## src/rtl/req_arb_pkg.sv

```systemverilog
// Shared types and the round-robin pick function for req_rr_arbiter.
// Optional feature macro: REQ_ARB_SYNC_EN (used by req_edge_sync).
package req_arb_pkg;

    localparam int unsigned N_CH_DEF = 8;
    localparam int unsigned PTR_W    = 3;

    typedef enum logic {
        IDLE,
        GRANT
    } state_t;

    typedef struct packed {
        logic             found;
        logic [PTR_W-1:0] idx;
    } pick_t;

    // Lowest pending index at or above ptr, wrapping; iterate downward so the
    // smallest offset from ptr is the last (winning) assignment.
    function automatic pick_t rr_pick(input logic [N_CH_DEF-1:0] pending,
                                      input logic [PTR_W-1:0]    ptr);
        pick_t            res;
        logic [PTR_W-1:0] k;
        res = '0;
        for (int i = N_CH_DEF - 1; i >= 0; i--) begin
            k = ptr + PTR_W'(i);
            if (pending[k]) begin
                res.found = 1'b1;
                res.idx   = k;
            end
        end
        return res;
    endfunction

endpackage

```

## src/rtl/req_edge_sync.sv

```systemverilog
// Per-channel rising-edge detector, with a 2-flop synchronizer in front
// when REQ_ARB_SYNC_EN is defined.
module req_edge_sync (
    input  logic i_clk,
    input  logic i_rst,
    input  logic i_req,
    output logic o_edge
);

`ifdef REQ_ARB_SYNC_EN
    logic r_s1, r_s2, r_s3;

    always_ff @(posedge i_clk) begin
        if (i_rst) begin
            r_s1 <= 1'b0;
            r_s2 <= 1'b0;
            r_s3 <= 1'b0;
        end else begin
            r_s1 <= i_req;
            r_s2 <= r_s1;
            r_s3 <= r_s2;
        end
    end

    assign o_edge = r_s2 & ~r_s3;
`else
    logic r_prev;

    always_ff @(posedge i_clk) begin
        if (i_rst) begin
            r_prev <= 1'b0;
        end else begin
            r_prev <= i_req;
        end
    end

    // req is already synchronous here, so the edge is taken straight off the pin.
    assign o_edge = i_req & ~r_prev;
`endif

endmodule

```

## src/rtl/req_rr_arbiter.sv

```systemverilog
// Edge-capturing round-robin arbiter feeding the 8-to-3 encoder stage.
// Define REQ_ARB_SYNC_EN to add a 2-flop synchronizer on every req line.
module req_rr_arbiter
    import req_arb_pkg::*;
#(
    parameter int unsigned N_CH = N_CH_DEF
) (
    input  logic            clk,
    input  logic            rst,
    input  logic [N_CH-1:0] req,
    input  logic            ack,
    output logic [N_CH-1:0] grant,
    output logic            valid,
    output logic            drop
);

    logic [N_CH-1:0]  w_edge;
    logic [N_CH-1:0]  w_clr;
    pick_t            w_pick;

    logic [N_CH-1:0]  r_pending;
    logic [N_CH-1:0]  r_grant;
    logic [PTR_W-1:0] r_ptr;
    logic [PTR_W-1:0] r_sel;
    logic             r_valid;
    logic             r_drop;
    state_t           r_state;

    for (genvar i = 0; i < N_CH; i++) begin : g_ch
        req_edge_sync u_edge (
            .i_clk  (clk),
            .i_rst  (rst),
            .i_req  (req[i]),
            .o_edge (w_edge[i])
        );
    end

    assign w_pick = rr_pick(r_pending, r_ptr);
    assign w_clr  = (r_state == GRANT && ack) ? (N_CH'(1) << r_sel) : '0;

    // A new edge on the channel being acked re-arms it (set wins) and is not a drop.
    always_ff @(posedge clk) begin
        if (rst) begin
            r_pending <= '0;
            r_drop    <= 1'b0;
        end else begin
            r_pending <= (r_pending & ~w_clr) | w_edge;
            if (|(w_edge & r_pending & ~w_clr)) begin
                r_drop <= 1'b1;
            end
        end
    end

    always_ff @(posedge clk) begin
        if (rst) begin
            r_state <= IDLE;
            r_grant <= '0;
            r_valid <= 1'b0;
            r_ptr   <= '0;
            r_sel   <= '0;
        end else begin
            case (r_state)
                IDLE: begin
                    if (w_pick.found) begin
                        r_grant <= N_CH'(1) << w_pick.idx;
                        r_sel   <= w_pick.idx;
                        r_valid <= 1'b1;
                        r_state <= GRANT;
                    end
                end
                GRANT: begin
                    if (ack) begin
                        r_grant <= '0;
                        r_valid <= 1'b0;
                        r_ptr   <= r_sel + PTR_W'(1);
                        r_state <= IDLE;
                    end
                end
                default: begin
                    r_grant <= '0;
                    r_valid <= 1'b0;
                    r_state <= IDLE;
                end
            endcase
        end
    end

    assign grant = r_grant;
    assign valid = r_valid;
    assign drop  = r_drop;

endmodule

```

## config.mk

```make
export PLATFORM = sky130hd
export DESIGN_NAME = req_rr_arbiter
export DESIGN_NICKNAME = d
export VERILOG_FILES = /design/src/rtl/req_arb_pkg.sv /design/src/rtl/req_edge_sync.sv /design/src/rtl/req_rr_arbiter.sv
export SDC_FILE = /design/constraint.sdc
export NUM_CORES = 1
export LEC_CHECK = 0
export BUFFER_PORTS_ARGS = -buffer_cell sky130_fd_sc_hd__clkbuf_2
export CAP_MARGIN = 30
export CORE_UTILIZATION = 50
export CTS_CLUSTER_SIZE = 28
export DETAILED_ROUTE_END_ITERATION = 12
export HOLD_SLACK_MARGIN = 0.08
export PLACE_DENSITY_LB_ADDON = 0.2
export SLEW_MARGIN = 20
export SYNTH_ARGS = -nofsm -noshare
export SYNTH_HDL_FRONTEND = slang
export SYNTH_SLANG_ARGS = --single-unit
```

## constraint.sdc

```tcl
create_clock -name clk -period 7.6 [get_ports clk]
set_input_delay 1.14 -clock clk [delete_from_list [all_inputs] [get_ports clk]]
set_output_delay 1.14 -clock clk [all_outputs]
set_load 0.03 [all_outputs]
```

; ---- Yosys cells after proc, flatten, opt, wreduce, memory -nomap -nowiden
; Cells that the tools add are included.
[classes]
order_cmp = 8
bitwise = 22
shifts = 2
eq_ne = 2
muxes = 34
reduce_logical = 5
addsub = 8
[op_table]
columns = op, n
row1 = "< comparator 3 x 4 -> 1 bit, second input constant", 8
row2 = 2-to-1 mux 4 bit, 8
row3 = AND 8 bit, 3
row4 = binary-select mux 1 bit (select 3 bit), 8
row5 = 2-to-1 mux 8 bit, 3
row6 = case mux 8 bit (2 select lines), 1
row7 = "left shift 1 x 3 -> 8 bit, first input constant", 2
row8 = "adder 3 bit, second input constant", 4
row9 = 2-to-1 mux 1 bit, 12
row10 = inverter 1 bit, 9
row11 = AND 1 bit, 8
row12 = inverter 8 bit, 1
row13 = bitwise OR 8 bit, 1
row14 = OR reduction 8 bit, 1
row15 = "adder 3 x 1 -> 3 bit, second input constant", 2
row16 = "adder 3 x 2 -> 3 bit, second input constant", 2
row17 = AND reduction 2 bit, 3
row18 = "!= test 2 bit, second input constant", 2
row19 = case mux 1 bit (2 select lines), 2
row20 = logical AND 1 bit, 1
[word_totals]
elab_cells = 96
input_bits = 11
reg_bits = 33
output_inout_bits = 10

; ---- Depth between registers and ports, before layout
; Gate-level depths: netlist (run 1).
[depth]
ltp_word = 14
depth_mapped = 13
mapped_depth_nobuf = 9

; ---- By module
; From an unflattened synthesis (run 1), not the netlist that was laid out.
[unflattened]
hier_cells = 246
hier_area_um2 = 2570.0
[modules_own_cells]
columns = module, cells_each, n_inst, area_each_um2, seq_area_each_um2
row1 = req_rr_arbiter, 222, 1, 2189.6, 500.5
row2 = req_edge_sync, 3, 8, 47.5, 20.0

; ---- Worst setup path after synthesis (run 1)
; No wires, ideal clock.
[synth_path]
path_kind = register to register
start = register r_ptr[1]
end = register r_grant[0], in the netlist grant[0]
synth_period_minus_slack_ps = 3370
n_path_buf = 3
t_arrival_ps = 3253
setup_ps = 117
slack_ps = 4230
required_ps = 7483
path_stages_with_launch = 13
cell_sequence = dfxtp_1 > buf_4 > buf_1 > inv_1 > ha_1 > buf_6 > mux4_2 > mux2_4 > a2111oi_2 > a21boi_2 > o221a_4 > inv_2 > a32o_1
[synth_between]
elab_chain_len = 14
elab_cells_between_ends = 36
classes_between = add/sub (7) / eq/ne (1) / shift (1) / mux (26) / reduce/logical (1)
[synth_rtl]
columns = element, line_no
row1 = start: declaration, req_rr_arbiter.sv:23  ; logic [PTR_W-1:0] r_ptr;
row2 = start signal: assignment, req_rr_arbiter.sv:75  ; r_ptr <= r_sel + PTR_W'(1);
row3 = adder 3 bit, req_arb_pkg.sv:26  ; k = ptr + PTR_W'(i);
row4 = binary-select mux 1 bit (select 3 bit), req_arb_pkg.sv:27  ; if (pending[k]) begin
row5 = 2-to-1 mux 1 bit (implied by the code), req_arb_pkg.sv:27
row6 = 2-to-1 mux 4 bit (7 in a row), req_arb_pkg.sv:27
row7 = 2-to-1 mux 4 bit *, req_arb_pkg.sv:27
row8 = left shift 1 x 3 -> 8 bit, req_rr_arbiter.sv:65  ; r_grant <= N_CH'(1) << w_pick.idx;
row9 = 2-to-1 mux 8 bit, req_rr_arbiter.sv:64  ; if (w_pick.found) begin
row10 = case mux 8 bit (2 select lines), req_rr_arbiter.sv:62  ; case (r_state)
row11 = end signal: assignment, req_rr_arbiter.sv:65
row12 = end: declaration, req_rr_arbiter.sv:22  ; logic [N_CH-1:0] r_grant;
; Every way passes the cells marked *; elsewhere a longest branch is shown, timed or not. The select of a mux whose other input is x is not followed.
; A chain may end at the register's enable or synchronous reset.

; ---- Final worst setup path (run 1)
[layout_path]
start = register r_ptr[0]
end = register r_grant[4], in the netlist grant[4]
; Same word-level chain as after synthesis.

==> results of run 1 <==
-- stage by stage --
stage | util, % | power (mW) | instances | setup WS, ns | hold slack, ns
finish | 58.00 | 0.6558 | 307 | 3.522 | 0.4464
global placement | 55.80 | 0.5206 | 299 | 3.576 | 0.4357
detailed placement | 55.80 | 0.5229 | 299 | 3.461 | 0.4421
global route | 58.00 | 0.6955 | 307 | 3.138 | 0.4805
CTS | 57.88 | 0.6539 | 306 | 3.430 | 0.4502
floorplan | - | 0.4614 | 242 | 4.230 | 0.4877
-- cell type report --
class,count,area [µm²],area share (%)
inverters,9,33.78,1.406
multi-input cells,187,1455,60.54
well taps,50,62.56,2.603
clock buffers,7,86.33,3.592
flip-flops and latches,33,660.6,27.49
repair buffers,21,105.1,4.373
-- final timing paths --
| kind | cells after the start | end | start |
|---|---|---|---|
| hold reg to reg | 2 | grant[6] | grant[6] |
| hold / removal | 2 | grant[6] | grant[6] |
| setup reg to reg | 10 | grant[4] | r_ptr[0] |
| setup / recovery | 10 | grant[4] | r_ptr[0] |
-- layout by cell type (no fill, tap or decap), types with 3 or more instances in the layout --
master / count
nand2b_1: 10
a31oi_1: 3
ha_1: 8
nor2b_1: 10
o22ai_1: 4
dfxtp_1: 33
clkbuf_8: 6
mux4_2: 12
mux2i_1: 9
xnor2_1: 3
o31ai_1: 3
a21oi_1: 20
o21ai_0: 3
clkbuf_2: 20
inv_1: 7
mux2_2: 9
nand3_1: 8
nand2_1: 28
a211oi_1: 7
nor2_1: 14
nor3_1: 4
-- logic make-up (layout without fill, tap and decap cells) --
family                     count (synthesis)  after routing  share of synthesized area, %
xor gates and xnor gates                   3              3                         1.183
buffers and inverters                     22             37                         4.732
DFF                                       33             33                         29.75
muxes                                     31             31                         21.46
and+or+nand+nor                           85             85                         19.21
AOI/OAI and AO/OA                         60             60                         19.16
adders and majority gates                  8              8                         4.507
-- registers in the layout, indices dropped and copies added (netlist names) --
| name | flops |
|---|---|
| drop | 1 |
| g_ch.u_edge.r_prev | 8 |
| grant | 8 |
| r_pending | 8 |
| r_ptr | 3 |
| r_sel | 3 |
| r_state | 1 |
| valid | 1 |
-- power by group through the flow --
stage               clock (mW)  combinational, mW  sequential, mW
detailed placement           0              0.292           0.230
global route             0.139              0.325           0.231
CTS                      0.133              0.295           0.227
floorplan                    0              0.227           0.235
finish                   0.131              0.298           0.227
global placement             0              0.291           0.230
-- routing by layer --
layer  vias up  part of all wire, %
met2        39                   47
li1        933                    -
met5         -                    0
met1       916                   46
met3         8                  5.5
met4         0                  1.9
-- worst min-delay path: stages, from the launching register on --
cell and delay, ns:
dfxtp_1 0.31, nand2_1 0.05, o21ai_1 0.05
==> impl_results.md, run 1 <==
* Final GP Congestion at 0.8374
* Drt total wl at a little under 5000 µm
* Synth Register Bits at 33
* Met2 usage at 38.36%
* Switching Share at 40.04%
* Fin crit period at 4.078 ns
* Clock root cell: clkbuf_8
* Setup TNS at 0 ns
* Area grow syn2layout at 8.226%
* Post-DP Area at 2312 µm²
* Synth warnings at 0
* CP required at 7.80 ns
* Synth cell types at 50
* PD cells at 272.8 nW/µm²
* First DRT Iteration DRCs at 166
* Antenna-violating nets left at 0
* Share of layout cells above drive strength 1 at 21.79%
* I/O Buffers at 20
* Final-layout fill cell count at 390
* Most frequent cell after synthesis: dfxtp_1
* Longest Clk Path Bufs at 2
* Top Family by Delay on Critical Path: multiplexers
* Post-synth top area share at about 30%
* Sw Pwr at 262.6 µW
* Setup crit end kind: flip-flop
* First-pass GRT wire length at approximately 8000 µm
* Core area at 4144 µm²
* Startpoint types: flip-flop
* RSZ-0062 raised after global routing: false
* Worst skew pair latency at about 0.28 ns
* CTS Buf Count at 5
* GR Overflow Total at 0
* # IOs at 21
* Largest cells by area after synthesis: dfxtp_1, mux4_2, nand2_1, mux2_2, a21oi_1
* WP buf/inv at 2
* Rows at 23
* Initial antenna violation count at 0
* GR Util met3 at 3.947%
* Die W at 68.65 µm
* Syn_nets at 261
* Part of the power in registers at 34.5%
* Design area at 2404 µm²
* Dpl hpwl at about 3600 µm
* Peak supply drop at 0.0001869 V
* Largest net degree at the start of global routing at 28
* # setup viols final at 0
* Max Slew Vio Count at 0
* Mapped Cells at 242
* Die area at around 4700 µm²
* Status: finished, final reports clean
* Logic pwr share at a little under half
* Final Net Count at approximately 280
* CTS tree: done
* Dominant cell type by area after synthesis: dfxtp_1
* Die Height at 68.65 µm
* Gates resized, CTS repair at 0
* GRT busiest layer: met2
* Antenna cells at 0
* Fmax at 0.2452 GHz
* Leak Pwr at 0.9532 nW
* Slew HR at approximately 47%
* CP Cell Sequence: clkinv_1, ha_1, mux4_2, mux2_2, nor4_2, a31oi_1, buf_2, nor3_2, nand2_1, o31ai_1
* 1st-pass router iterations at 4
* Int Power at 393.2 µW
* Via density at 6.176
* Total number of vias at between 1500 and 2000
* Met1 usage at 31.08%
* FFs w/ async S/R, synth at 0%
* CP max stage delay at 0.74 ns
* EDFF count, synth at 0
* Residual DRC at 0
* GRT Total Usage at 23.69%
* H-tree level count at 2
* Worst-path clk slew at 0.06 ns
* Clk network pwr share at 20.0%
* Final period utilization at 53.66%
* Worst Hold Class: flip-flop to flip-flop
* Clk sinks at 33
* Worst Skew at 0.004766 ns
* CP arrival at ~4.3 ns
* Slowest CP cell: dfxtp_1
* Vias in the first global route at 1717
* Hold_buf cts at 0
* Flop2flop setup slack at 3.52 ns
* Routed len/inst at 15.90 µm
* Worst-margin pin slew at about 0.80 ns
* Most used DFF post-synth: dfxtp_1
* Mapped Avg Cell Area at 9.177 µm²
* Final Hold Viols at 0
* Critical path class: flip-flop to flip-flop
* Max FO, Critical Path at 16
* Starting density of the core at 53.59%
* MaxCap Viol Count at 0
* Seq/Total Area, Yosys at 29.75%
* Commonest cells post-synth: dfxtp_1, nand2_1, a21oi_1
* Post-CTS Setup Bufs at 0
* Mapped Area at about 2200 µm²
Note: power is estimated with default switching activity, not from simulation.
==> inputs of run 2 (changes only) <==
==> constraint.sdc (replaced) <==
create_clock -name clk -period 4 [get_ports clk]
set_input_delay 0.6 -clock clk [delete_from_list [all_inputs] [get_ports clk]]
set_output_delay 0.6 -clock clk [all_outputs]
set_load 0.03 [all_outputs]
==> impl_results.md, run 2 (synthesis gave the netlist of run 1 again) <==
* Die W at 68.65 µm
* Final Hold Viols at 0
* WHS Path Cells at 2
* Worst skew pair latency at 0.28 ns
* Hold_ws at around 0.45 ns
* Worst Skew at approximately 0.0027 ns
* CP arrival at 3.66 ns
* Die Height at around 70 µm
* Peak supply drop at 0.0003292 V
* I/O Buffers at 20
* Leak Pwr at 0.9709 nW
* Residual DRC at 0
* Routed len/inst at approximately 16 µm
* Most common cell after layout, fill and taps aside: dfxtp_1
* # setup viols final at 0
* RSZ-0062 raised after global routing: false
* Die area at 4712 µm²
* 1st-pass router iterations at 4
* Clk sinks at 33
* Hold_buf cts at 0
* Fmax at between 0.2 and 0.3 GHz
* CTS Buf Count at 5
* Fin crit period at 3.464 ns
* Final period utilization at 86.61%
* First-pass GRT wire length at 8590 µm
* Place WS at around 0.57 ns
* Critical path class: flip-flop to flip-flop
* Longest Clk Path Bufs at 2
* Final worst slack at ~0.54 ns
* Gates resized, CTS repair at 0
* Clock root cell: clkbuf_8
* Drt total wl at 5043 µm
* Vias in the first global route at between 1500 and 2000
* # IOs at 21
* GR Overflow Total at 0
* Max Slew Vio Count at 0
* First DRT Iteration DRCs at 291
* Setup crit end kind: flip-flop
* Total number of vias at 1907
* Largest net degree at the start of global routing at 28
* Slew HR at 44.31%
* Total power at 1.247 mW
* Final Net Count at 279
* Post-CTS Setup Bufs at 0
* Share of layout cells above drive strength 1 at a little under a quarter
* H-tree level count at 2
* Worst-margin pin slew at just over 0.8 ns
* Starting density of the core at 53.59%
* Dpl hpwl at 3807 µm
* MaxCap Viol Count at 0
* Worst-path clk slew at 0.06 ns
* Rows at 23
* Worst Hold Class: flip-flop to flip-flop
* Final GP Congestion at 0.9416
* Antenna-violating nets left at 0
* Startpoint types: flip-flop
* Core area at 4144 µm²
* Post-DP Area at approximately 2300 µm²
* Setup TNS at 0 ns
* Via density at around 6
* GRT Total Usage at about a quarter
* R2R cell count at 9
* Antenna cells at 0
* CP required at between 4 and 5 ns
* CTS tree: done
* PD cells at 513.4 nW/µm²
* Design area at 2429 µm²
* Status: finished, final reports clean
* Area grow syn2layout at 9.352%
* Initial antenna violation count at 0
* Commonest cells after routing, fill and taps aside: dfxtp_1, nand2_1, a21oi_1, clkbuf_2, nor2_1
* Max FO, Critical Path at 11
-- run 2: stage by stage --
step | utilization [%] | cells
2_1_floorplan | - | 242
3_3_place_gp | 56.52 | 303
3_5_place_dp | 56.52 | 303
4_1_cts | 58.61 | 310
5_1_grt | 58.61 | 310
6_report | 58.61 | 310
-- run 2: where the power goes --
part / total, mW / internal [mW] / switching, mW
registers: 0.417 / 0.373 / 0.0435
logic: 0.587 / 0.241 / 0.346
clock network: 0.243 / 0.136 / 0.107
-- run 2: critical path: stages (launching register included) --
cell and delay (ns):
dfxtp_1 0.34, clkinv_1 0.18, ha_1 0.58, mux4_2 0.65, mux2_2 0.34, nor4_2 0.31, a31oi_1 0.34, nor3_2 0.46
nand2_1 0.09, o21ai_0 0.09
-- run 2: worst paths after layout --
| kind | startpoint | slack, ns | to |
|---|---|---|---|
| hold reg to reg | grant[6] | 0.45 | grant[6] |
| hold / removal | grant[6] | 0.45 | grant[6] |
| setup reg to reg | r_ptr[0] | 0.54 | grant[7] |
| setup / recovery | r_ptr[0] | 0.54 | grant[7] |
-- run 2: area by class of cell --
cell class / count / area, µm²
clock buffer: 7 / 86.33
inverter: 9 / 33.78
sequential: 33 / 660.6
fill: 386 / 1715
multi-input combinational: 187 / 1455
timing repair buffer: 24 / 130.1
tap: 50 / 62.56
-- run 2: per-layer routing --
metal  GRT usage, %  vias to the layer above  wire (µm)
li1               -                      938          -
met1          34.56                      898       2373
met2          38.36                       62       2279
met3          4.605                        9        287
met4          9.896                        0        102
met5              0                        -          0
